==> src/rtl/wallace_pkg.sv <==
// Shared widths and row type for the 8x8 Wallace reduction pipeline.
package wallace_pkg;

    localparam int unsigned OP_W  = 8;
    localparam int unsigned ROW_W = 16;

    typedef logic [ROW_W-1:0] row_t;

endpackage

==> src/rtl/csa_row.sv <==
// One 16-bit 3:2 compressor row: three rows in, sum row and left-shifted carry row out.
module csa_row
    import wallace_pkg::*;
(
    input  row_t x,
    input  row_t y,
    input  row_t z,
    output row_t sum,
    output row_t carry
);

    for (genvar i = 0; i < int'(ROW_W) - 1; i++) begin : g_fa
        full_adder u_fa (
            .a   (x[i]),
            .b   (y[i]),
            .cin (z[i]),
            .sum (sum[i]),
            .cout(carry[i+1])
        );
    end

    // Top bit keeps only its sum; its carry would land above bit 15 and is dropped.
    assign sum[ROW_W-1] = x[ROW_W-1] ^ y[ROW_W-1] ^ z[ROW_W-1];
    assign carry[0]     = 1'b0;

endmodule

==> src/rtl/full_adder.sv <==
// Single-bit full adder cell used to build the carry-save compressor rows.
module full_adder (
    input  logic a,
    input  logic b,
    input  logic cin,
    output logic sum,
    output logic cout
);

    assign sum  = a ^ b ^ cin;
    assign cout = (a & b) | (a & cin) | (b & cin);

endmodule

==> src/rtl/wallace_reduction_pipe.sv <==
// Two-stage 8x8 Wallace partial-product reducer producing two rows for a final adder.
// Optional macro WALLACE_OP_COUNT_EN adds a 16-bit transfer counter output Op_Count.
module wallace_reduction_pipe
    import wallace_pkg::*;
(
    input  logic             CLK,
    input  logic             RST,
    input  logic             In_Valid,
    output logic             In_Ready,
    input  logic [OP_W-1:0]  A,
    input  logic [OP_W-1:0]  B,
    output logic             Out_Valid,
    input  logic             Out_Ready,
    output row_t             RowA,
    output row_t             RowB
`ifdef WALLACE_OP_COUNT_EN
    ,
    output logic [ROW_W-1:0] Op_Count
`endif
);

    row_t pp [OP_W];
    row_t l1_s0, l1_c0, l1_s1, l1_c1;
    row_t l2_s0, l2_c0, l2_s1, l2_c1;
    row_t l3_s, l3_c, l4_s, l4_c;
    row_t s1_r0, s1_r1, s1_r2, s1_r3;
    logic s1_valid;
    logic s1_advance;

    always_comb begin
        for (int i = 0; i < int'(OP_W); i++) begin
            pp[i] = row_t'(A & {OP_W{B[i]}}) << i;
        end
    end

    // Stage 1: 8 -> 6 -> 4 rows.
    csa_row u_l1a (.x(pp[0]), .y(pp[1]), .z(pp[2]), .sum(l1_s0), .carry(l1_c0));
    csa_row u_l1b (.x(pp[3]), .y(pp[4]), .z(pp[5]), .sum(l1_s1), .carry(l1_c1));
    csa_row u_l2a (.x(l1_s0), .y(l1_c0), .z(l1_s1), .sum(l2_s0), .carry(l2_c0));
    csa_row u_l2b (.x(l1_c1), .y(pp[6]), .z(pp[7]), .sum(l2_s1), .carry(l2_c1));

    // Stage 2: 4 -> 3 -> 2 rows.
    csa_row u_l3 (.x(s1_r0), .y(s1_r1), .z(s1_r2), .sum(l3_s), .carry(l3_c));
    csa_row u_l4 (.x(l3_s),  .y(l3_c),  .z(s1_r3), .sum(l4_s), .carry(l4_c));

    assign s1_advance = !Out_Valid || Out_Ready;
    assign In_Ready   = !s1_valid || s1_advance;

    always_ff @(posedge CLK) begin
        if (RST) begin
            s1_valid  <= 1'b0;
            s1_r0     <= '0;
            s1_r1     <= '0;
            s1_r2     <= '0;
            s1_r3     <= '0;
            Out_Valid <= 1'b0;
            RowA      <= '0;
            RowB      <= '0;
        end else begin
            if (In_Ready) begin
                s1_valid <= In_Valid;
                if (In_Valid) begin
                    s1_r0 <= l2_s0;
                    s1_r1 <= l2_c0;
                    s1_r2 <= l2_s1;
                    s1_r3 <= l2_c1;
                end
            end
            if (s1_advance) begin
                Out_Valid <= s1_valid;
                if (s1_valid) begin
                    RowA <= l4_s;
                    RowB <= l4_c;
                end
            end
        end
    end

`ifdef WALLACE_OP_COUNT_EN
    // Counts completed transfers, wrapping naturally at 16 bits.
    always_ff @(posedge CLK) begin
        if (RST) begin
            Op_Count <= '0;
        end else if (Out_Valid && Out_Ready) begin
            Op_Count <= Op_Count + ROW_W'(1);
        end
    end
`endif

endmodule

==> config.mk <==
export PLATFORM = sky130hd
export DESIGN_NAME = wallace_reduction_pipe
export DESIGN_NICKNAME = d
export VERILOG_FILES = /design/src/rtl/wallace_pkg.sv /design/src/rtl/csa_row.sv /design/src/rtl/full_adder.sv /design/src/rtl/wallace_reduction_pipe.sv
export SDC_FILE = /design/constraint.sdc
export NUM_CORES = 1
export LEC_CHECK = 0
export CAP_MARGIN = 20
export CORE_MARGIN = 2
export CORE_UTILIZATION = 50
export DETAILED_ROUTE_END_ITERATION = 10
export PLACE_DENSITY = 0.81
export RECOVER_POWER = 50
export SYNTH_ARGS = -nofsm -noshare
export SYNTH_HDL_FRONTEND = slang
export SYNTH_SLANG_ARGS = --single-unit
==> constraint.sdc <==
create_clock -name CLK -period 2 [get_ports CLK]
set_clock_uncertainty 0.2 [all_clocks]
set_input_delay 0.2 -clock CLK [delete_from_list [all_inputs] [get_ports CLK]]
set_output_delay 0.2 -clock CLK [all_outputs]
set_load 0.1 [all_outputs]
# Yosys cells after proc, flatten, opt, wreduce, memory -nomap -nowiden
# Index checks and enable logic that the tools add are counted.
[op_classes]
bitwise_logic = 465
reduce_logical = 6
[op_table]
columns = ["cell", "n"]
rows = [
  ["$and A1 B1 Y1", 159],
  ["$or A1 B1 Y1", 122],
  ["$xor A1 B1 Y1", 118],
  ["$and A8 B8 Y8", 8],
  ["$and A1 B1 Y1 const AB", 23],
  ["$xor A1 B1 Y1 const B", 12],
  ["$xor A1 B1 Y1 const AB", 11],
  ["$and A1 B1 Y1 const A", 9],
  ["$reduce_and A2 Y1", 2],
  ["$logic_not A1 Y1", 2],
  ["$logic_or A1 B1 Y1", 2],
  ["$xor A1 B1 Y1 const A", 2],
  ["$and A1 B1 Y1 const B", 1],
]
[word_totals]
regBits = 78
inputBits = 20
elab_cells = 479

# Longest topological paths before layout
# Gate-level depths: netlist of run 1.
[depth]
word_depth = 7
mapped_depth = 7
depth_no_buf = 6

# Hierarchy
# A second synthesis of run 1 with hierarchy kept.
[hier_totals]
cells_unflattened = 606
area_unflattened_um2 = 6618.8
[modules_own_cells]
columns = ["module", "n_inst", "cells_per_inst", "area_per_inst_um2", "seq_area_each_um2"]
rows = [
  ["wallace_reduction_pipe", 1, 498, 4606.9, 1961.9],
  ["full_adder", 90, 1, 20.0, 0.0],
  ["csa_row", 6, 3, 35.0, 0.0],
]

# Least setup slack after synthesis of run 1
# Ideal clock, no wire load.
[synth_timing]
kind = "register to register"
start = "register Out_Valid"
end = "register s1_r1[10]"
setup_time_ps = 132
arrival_time_ps = 1889
required_ps = 1668
setup_slack_ps = -221
stages_incl_launch_ff = 6
cell_sequence = "dfxtp_1 -> and3b_1 -> inv_2 -> buf_2 -> nand3_1 -> a21oi_1"
[synth_between]
elab_chain_cells = 4
[synth_rtl]
columns = ["item", "line_no", "rtl"]
rows = [
  ["start, declared", "wallace_reduction_pipe.sv:12", "output logic Out_Valid,"],
  ["start signal, assigned", "wallace_reduction_pipe.sv:70", "Out_Valid <= s1_valid;"],
  ["$logic_not A1 Y1", "wallace_reduction_pipe.sv:46", "assign s1_advance = !Out_Valid || Out_Ready;"],
  ["$logic_or A1 B1 Y1", "wallace_reduction_pipe.sv:46", ""],
  ["$logic_or A1 B1 Y1", "wallace_reduction_pipe.sv:47", "assign In_Ready = !s1_valid || s1_advance;"],
  ["net In_Ready", "wallace_reduction_pipe.sv:9", "output logic In_Ready,"],
  ["$reduce_and A2 Y1 (no source line)", "--", ""],
  ["end signal, assigned", "wallace_reduction_pipe.sv:64", "s1_r1 <= l2_c0;"],
  ["end, declared", "wallace_reduction_pipe.sv:26", "row_t s1_r0, s1_r1, s1_r2, s1_r3;"],
]
# The timed path passes the listed nets, and every way through them passes these cells.
# A chain may end at the register's enable or synchronous reset.

# Worst setup path in the final report of run 1
[layout_timing]
start = "input A[4]"
end = "register s1_r0[9]"
[layout_between]
elab_chain_cells = 3
[layout_rtl]
columns = ["item", "line_no", "rtl"]
rows = [
  ["start, declared", "wallace_reduction_pipe.sv:10", "input logic [OP_W-1:0] A,"],
  ["$and A8 B8 Y8", "wallace_reduction_pipe.sv:32", "pp[i] = row_t'(A & {OP_W{B[i]}}) << i;"],
  ["$xor A1 B1 Y1 (2 in series)", "full_adder.sv:10", "assign sum = a ^ b ^ cin;"],
  ["net u_l2a.g_fa[9].u_fa.sum", "full_adder.sv:6", "output logic sum,"],
  ["end signal, assigned", "wallace_reduction_pipe.sv:63", "s1_r0 <= l2_s0;"],
  ["end, declared", "wallace_reduction_pipe.sv:26", ""],
]
# The timed path passes the listed nets, and every way through them passes these cells.

==> load_flow_metrics.sql, run 1 <==
INSERT INTO impl_metrics (metric_group, metric, value, unit) VALUES
('place', 'placed_cells', '589', ''),
('place', 'place.gp.congestion', '0.830', ''),
('worst_hold_path', 'worst_hold_startpoint', 'RST', ''),
('die', 'die_area', '8620', 'µm²'),
('yosys', 'yosysSeqAreaShare', '0.340', ''),
('die', 'fp.coreArea', '7690', 'µm²'),
('run_status', 'outcome', 'finished clean', ''),
('pwr', 'vdd.ir_drop.worst', '641', 'µV'),
('grt', 'gr-usage-all-layers', '0.238', ''),
('sta', 'worst_slew_pin_slew', '0.556', 'ns'),
('route', 'antenna_left', '0', ''),
('yosys', 'synth.cell_area', '3950', 'µm²'),
('critical_path', 'cp_max_fo', '6', ''),
('route', 'routed_wire_length_per_instance', '15.6', 'µm'),
('route', 'vias_per_cell', '5.67', ''),
('route', 'drc', '0', ''),
('critical_path', 'crit_arrival', '2.05', 'ns'),
('clock_network', 'clock-sinks', '67', ''),
('critical_path', 'rrSetupSlack', '0.08', 'ns'),
('grt', 'grt_start_max_net_pins', '41', ''),
('sta', 'report.final.setup_viol', '0', ''),
('critical_path', 'timing.critical_path.from_type', 'input pin', ''),
('layout', 'area_delta_synth_final', '18.9', '%'),
('layout', 'final_layout_size_suffix_gt1_frac', '0.151', ''),
('critical_path', 'reg2reg_from', 's1_r0[8]$_SDFFE_PP0P_', ''),
('yosys', 'synth_top_cell_area_share', '0.340', ''),
('sta', 'max-slew-margin-rel', '0.631', ''),
('sta', 'max_clock_freq', '0.510', 'GHz'),
('critical_path', 'worstReg2RegEnd', 'RowA[8]$_SDFFE_PP0P_', ''),
('yosys', 'ys.warnings.count', '0', ''),
('grt', 'grt_pass1_wl', '16100', 'µm'),
('place', 'total_half_perimeter_wirelength_after_legalization_and_detailed_placement', '6640', 'µm'),
('die', 'rows', '32', ''),
('clock_network', 'cts-buffers-inserted', '9', ''),
('worst_hold_path', 'worst_hold_path_type', 'input pin to register', ''),
('grt', 'grt_util_met2', '0.432', ''),
('critical_path', 'crit_top_cell', 'sky130_fd_sc_hd__fa_1', ''),
('die', 'die_extent_in_x', '92.9', 'µm'),
('layout', 'insertedDiodeCount', '0', ''),
('pwr', 'total_leakage_power', '2.00', 'nW'),
('layout', 'layoutNonFillerInstCount', '606', ''),
('critical_path', 'cp.required', '2.08', 'ns'),
('clock_network', 'insertion_delay', '0.34', 'ns'),
('grt', 'antenna_found_initial', '0', ''),
('layout', 'utilization', '0.611', ''),
('worst_hold_path', 'holdPathStages', '2', ''),
('route', 'routed_wl', '9460', 'µm'),
('yosys', 'ys_top_cells_by_area', 'sky130_fd_sc_hd__dfxtp_1, sky130_fd_sc_hd__fa_1, sky130_fd_sc_hd__a21oi_1, sky130_fd_sc_hd__nand3_1, sky130_fd_sc_hd__and2_1', ''),
('clock_network', 'htree_num_levels', '3', ''),
('yosys', 'synth_top_cell_by_area', 'sky130_fd_sc_hd__dfxtp_1', ''),
('grt', 'grt_use_met3', '0.0488', ''),
('yosys', 'synth_seq_cells', '67', ''),
('pwr', 'power_density', '748', 'nW/µm²'),
('critical_path', 'crit_path_end_kind', 'register', ''),
('yosys', 'unique_masters_post_synth', '22', ''),
('yosys', 'avgSynthCellArea', '8.79', 'µm²'),
('clock_network', 'cts.reportedPaths.clkPinSlew', '0.07', 'ns'),
('sta', 'fin_crit', '1.96', 'ns'),
('route', 'dr.pass1.iters', '5', ''),
('sta', 'report.final.slew_viol_count', '0', ''),
('worst_hold_path', 'holdPathEnd', 's1_r3[13]$_SDFFE_PP0P_', ''),
('grt', 'groute.layer.met1.usage', '0.270', ''),
('die', 'ioPinCount', '54', ''),
('clock_network', 'clockBufferDepth', '2', ''),
('clock_network', 'tritoncts', 'done', ''),
('critical_path', 'critical_path_class', 'input pin to register', ''),
('clock_network', 'holdBufCountCts', '0', ''),
('sta', 'finalCritPeriodShare', '0.981', ''),
('layout', 'final_cell_mix', 'sky130_fd_sc_hd__dfxtp_1, sky130_fd_sc_hd__a21oi_1, sky130_fd_sc_hd__nand3_1', ''),
('route', 'drt_iter0_drc', '183', ''),
('clock_network', 'post_cts_buffers', '0', '');
synth_stat cells:
master and instances:
sky130_fd_sc_hd__nand4_1 3, sky130_fd_sc_hd__nor2b_1 1, sky130_fd_sc_hd__o21ai_0 51, sky130_fd_sc_hd__and3b_1 1, sky130_fd_sc_hd__and2_1 43, sky130_fd_sc_hd__dfxtp_1 67, sky130_fd_sc_hd__fa_1 38, sky130_fd_sc_hd__nand2_1 18
sky130_fd_sc_hd__inv_2 1, sky130_fd_sc_hd__buf_2 10, sky130_fd_sc_hd__a21oi_1 67, sky130_fd_sc_hd__nand2b_1 1, sky130_fd_sc_hd__nand3_1 58, sky130_fd_sc_hd__buf_4 7, sky130_fd_sc_hd__ha_1 15, sky130_fd_sc_hd__conb_1 1
sky130_fd_sc_hd__o21ai_1 10, sky130_fd_sc_hd__clkbuf_1 19, sky130_fd_sc_hd__buf_6 1, sky130_fd_sc_hd__a311oi_1 4, sky130_fd_sc_hd__buf_1 3, sky130_fd_sc_hd__inv_1 30
flip-flops by register name, indices dropped and copies added (netlist names):
name / count
s1_r0: 13
s1_r2: 10
Out_Valid: 1
s1_r1: 8
RowA: 15
RowB: 11
s1_r3: 8
s1_valid: 1
metrics by stage:
step	hold WS (ns)	setup TNS [ns]	setup WS, ns	power [mW]	cell area, µm²
4_1_cts	0.121	0	0.00475	3.54	4740
6_report	0.130	0	0.0382	3.51	4700
3_3_place_gp	0.264	-14.93	-0.514	2.30	4540
5_1_grt	0.131	-0.0123	-0.0123	3.68	4700
2_1_floorplan	0.168	0	0.0391	2.07	3970
3_5_place_dp	0.268	-15.13	-0.571	2.32	4540
report_power, final:
group          internal, mW  total [mW]  switching [mW]  leakage (nW)
sequential             1.41        1.46          0.0474         0.546
clock                 0.704        1.24           0.533         0.106
combinational         0.267       0.817           0.551          1.35
metal layers:
metal / part of all wire / vias to the layer above
met5: 0 / -
met4: 0.034 / 0
met3: 0.042 / 32
met2: 0.53 / 93
met1: 0.39 / 1699
li1: - / 1610
cell type report:
| cell class | count | area (µm²) |
|---|---|---|
| Inverter | 31 | 116 |
| Clock inverter | 6 | 90.1 |
| Tap cell | 102 | 128 |
| Timing Repair Buffer | 74 | 567 |
| Fill cell | 679 | 2990 |
| Sequential cell | 67 | 1340 |
| Clock buffer | 10 | 128 |
| Multi-Input combinational cell | 316 | 2320 |
worst max path at each step:
stage	slack (ns)	end	depth (start not counted)
CTS	0.005	RowB[7]$_SDFFE_PP0P_	3
floorplan	0.04	s1_r0[3]$_SDFFE_PP0P_	7
finish	0.04	s1_r0[9]$_SDFFE_PP0P_	7
global route	-0.01	s1_r0[9]$_SDFFE_PP0P_	7
detailed placement	-0.57	s1_r0[4]$_SDFFE_PP0P_	7
global placement	-0.51	s1_r0[9]$_SDFFE_PP0P_	7
cell families after synthesis:
kind of cell | Yosys count | share of synthesized area
AOI/OAI and AO/OA | 132 | 0.171
and+or+nand+nor | 125 | 0.169
buffers and inverters | 71 | 0.0792
DFF | 67 | 0.340
adders and majority gates | 53 | 0.240
other | 1 | 0.000950
repair_timing:
item                       CTS  global route
setup endpoints to repair   25             7
pin swaps                    0             1
gates resized for setup     13             5
Power figures use the tool's default switching activity.
==> inputs of run 2 (changes only) <==
CORE_MARGIN = 1   (was 2)
SETUP_SLACK_MARGIN = 0.4   (was default)
==> run 2 against run 1 <==
  * Worst hold slack got worse by 0.044 ns
  * Core utilization rose by 3.5 points
  * Register-to-register slack improved by 0.07 ns
  * Sequential share of layout area is 1.2 points lower
  * Largest cell class unchanged
  * Largest power group unchanged
==> load_flow_metrics.sql, run 2 (synthesis gave the netlist of run 1 again) <==
INSERT INTO impl_metrics (metric_group, metric, value, unit) VALUES
('worst_hold_path', 'worst_hold_path_type', 'input pin to register', ''),
('critical_path', 'cp.required', '2.08', 'ns'),
('die', 'die_y', '90.9', 'µm'),
('route', 'drt_iter0_drc', '220', ''),
('die', 'die_area', '8260', 'µm²'),
('clock_network', 'clockBufferDepth', '2', ''),
('grt', 'grt_pass1_vias', '3544', ''),
('route', 'vias_per_cell', '5.57', ''),
('layout', 'final_layout_size_suffix_gt1_frac', '0.316', ''),
('grt', 'antenna_found_initial', '0', ''),
('layout', 'insertedDiodeCount', '0', ''),
('grt', 'grt_use_met3', '0.0354', ''),
('route', 'dr.pass1.iters', '4', ''),
('route', 'drc', '0', ''),
('clock_network', 'insertion_delay', '0.34', 'ns'),
('route', 'antenna_left', '0', ''),
('grt', 'grt_start_max_net_pins', '41', ''),
('die', 'rows', '32', ''),
('critical_path', 'crit_arrival', '1.92', 'ns'),
('place', 'place.port_buffers', '47', ''),
('sta', 'max-slew-margin-rel', '0.630', ''),
('grt', 'globalRoute.totalOverflow', '0', ''),
('flow_run', 'max-cap-violations', '0', ''),
('sta', 'rsz_0062_raised_after_global_routing', 'true', ''),
('die', 'ioPinCount', '54', ''),
('die', 'start_util', '0.514', ''),
('clock_network', 'holdBufCountCts', '0', ''),
('layout', 'layoutNonFillerInstCount', '614', ''),
('sta', 'finalCritPeriodShare', '0.923', ''),
('layout', 'fill_cells', '644', ''),
('sta', 'fin_crit', '1.85', 'ns'),
('critical_path', 'crit_path_end_kind', 'register', ''),
('route', 'routed_wire_length_per_instance', '15.7', 'µm'),
('die', 'die_extent_in_x', '90.9', 'µm'),
('worst_hold_path', 'worst_hold_startpoint', 'B[5]', ''),
('sta', 'tns', '0', 'ns'),
('critical_path', 'cp_max_fo', '2', ''),
('clock_network', 'cts.reportedPaths.clkPinSlew', '0.08', 'ns'),
('layout', 'largest_reg_flops', '15', ''),
('layout', 'utilization', '0.646', ''),
('worst_hold_path', 'holdPathStages', '4', ''),
('grt', 'grt_util_met2', '0.461', ''),
('pwr', 'total_leakage_power', '2.06', 'nW'),
('place', 'placement.cell_area', '4710', 'µm²'),
('grt', 'grt_pass1_wl', '16400', 'µm'),
('sta', 'worst_slew_pin_slew', '0.555', 'ns'),
('critical_path', 'worstReg2RegEnd', 'RowA[8]$_SDFFE_PP0P_', ''),
('clock_network', 'tritoncts', 'done', ''),
('place', 'total_half_perimeter_wirelength_after_legalization_and_detailed_placement', '6830', 'µm'),
('run_status', 'outcome', 'finished clean', ''),
('grt', 'gr-usage-all-layers', '0.251', ''),
('critical_path', 'rrSetupSlack', '0.15', 'ns'),
('pwr', 'totalPowerFinal', '3.38', 'mW'),
('route', 'routed_wl', '9630', 'µm'),
('clock_network', 'htree_num_levels', '3', ''),
('place', 'place.gp.congestion', '0.873', ''),
('sta', 'report.final.slew_viol_count', '0', ''),
('layout', 'top_reg_by_flops', 'RowA', ''),
('clock_network', 'cts-buffers-inserted', '9', ''),
('clock_network', 'clock-sinks', '67', ''),
('pwr', 'vdd.ir_drop.worst', '531', 'µV'),
('layout', 'area_delta_synth_final', '25.8', '%'),
('layout', 'postLayoutCellArea', '4970', 'µm²'),
('layout', 'finalNetCount', '580', ''),
('layout', 'biggest_regs', 'RowA x15, s1_r0 x13, RowB x11', ''),
('worst_hold_path', 'holdPathEnd', 's1_r0[12]$_SDFFE_PP0P_', ''),
('critical_path', 'register_to_register_path_depth', '4', ''),
('die', 'fp.coreArea', '7690', 'µm²'),
('pwr', 'power_density', '681', 'nW/µm²'),
('sta', 'finalHoldViolCount', '0', ''),
('grt', 'groute.layer.met1.usage', '0.282', ''),
('route', 'route.vias.total', '3417', ''),
('layout', 'final-seq-area', '1360', 'µm²'),
('layout', 'multi_input_area', '2520', 'µm²'),
('critical_path', 'reg2reg_from', 's1_r2[8]$_SDFFE_PP0P_', ''),
('sta', 'max_clock_freq', '0.542', 'GHz'),
('clock_network', 'cts-root-buf', 'sky130_fd_sc_hd__clkbuf_8', ''),
('critical_path', 'critical_path_class', 'register to register', ''),
('layout', 'layout.cells.most_common', 'sky130_fd_sc_hd__a21oi_1', ''),
('sta', 'report.final.setup_viol', '0', ''),
('critical_path', 'timing.critical_path.from_type', 'register', ''),
('place', 'placed_cells', '595', ''),
('layout', 'final_cell_mix', 'sky130_fd_sc_hd__a21oi_1, sky130_fd_sc_hd__dfxtp_1, sky130_fd_sc_hd__nand3_1, sky130_fd_sc_hd__o21ai_0, sky130_fd_sc_hd__and2_1', ''),
('grt', 'globalRoute.busiestLayer', 'met2', '');
-- run 2: cell types whose count changed in the layout (fill, tap and decap cells not counted), sizes merged, moves of 3 or more --
| cell | delta |
|---|---|
| buf | +18 |
| clkbuf | +3 |
| clkdlybuf4s50 | -4 |
| dlygate4sd2 | -8 |
-- run 2: worst max-delay path by stage --
stage	cells after the start	slack, ns	endpoint	from
floorplan	7	0.16	s1_r0[5]$_SDFFE_PP0P_	B[0]
global placement	8	-0.51	s1_r0[3]$_SDFFE_PP0P_	A[3]
detailed placement	8	-0.56	s1_r0[4]$_SDFFE_PP0P_	A[4]
CTS	4	0.16	RowA[8]$_SDFFE_PP0P_	s1_r0[8]$_SDFFE_PP0P_
global route	4	0.07	RowB[7]$_SDFFE_PP0P_	s1_valid$_SDFFE_PP0N_
finish	4	0.15	RowA[8]$_SDFFE_PP0P_	s1_r2[8]$_SDFFE_PP0P_
-- run 2: timing repair --
item / 4_1_cts / 5_1_grt
resized for setup: 106 / 31
buffers inserted: 3 / 0
pin swaps: 27 / 23
gates cloned: 0 / 0
endpoints found under the setup margin: 57 / 39
-- run 2: metrics by stage --
stage	worst slack [ns]	hold WS [ns]
6_report	0.155	0.0858
5_1_grt	0.0682	0.0898
4_1_cts	0.155	0.0452
2_1_floorplan	0.162	0.168
3_3_place_gp	-0.510	0.265
3_5_place_dp	-0.556	0.265
-- run 2: where the power goes --
part	total, mW	switching, mW	internal (mW)
logic	0.912	0.582	0.330
clock network	1.01	0.553	0.455
registers	1.46	0.0485	1.41
-- run 2: layout make-up --
| type | count | share of cell area |
|---|---|---|
| multi-input combinational | 316 | 0.507 |
| clock buffer | 9 | 0.0249 |
| timing repair buffer | 82 | 0.134 |
| clock inverter | 7 | 0.0106 |
| tap | 102 | 0.0257 |
| inverter | 31 | 0.0239 |
| sequential | 67 | 0.274 |
-- run 2: worst max-delay path, cell delays in order (launching register included) --
cell	delay, ns
sky130_fd_sc_hd__dfxtp_2	0.34
sky130_fd_sc_hd__fa_1	0.50
sky130_fd_sc_hd__fa_2	0.54
sky130_fd_sc_hd__nand3_2	0.08
sky130_fd_sc_hd__a21oi_2	0.12
-- run 2: layer usage --
| layer | vias to the layer above | routed length [µm] |
|---|---|---|
| met2 | 63 | 5340 |
| met4 | 0 | 274 |
| met1 | 1704 | 3760 |
| met5 | - | 0 |
| met3 | 22 | 260 |
| li1 | 1628 | - |
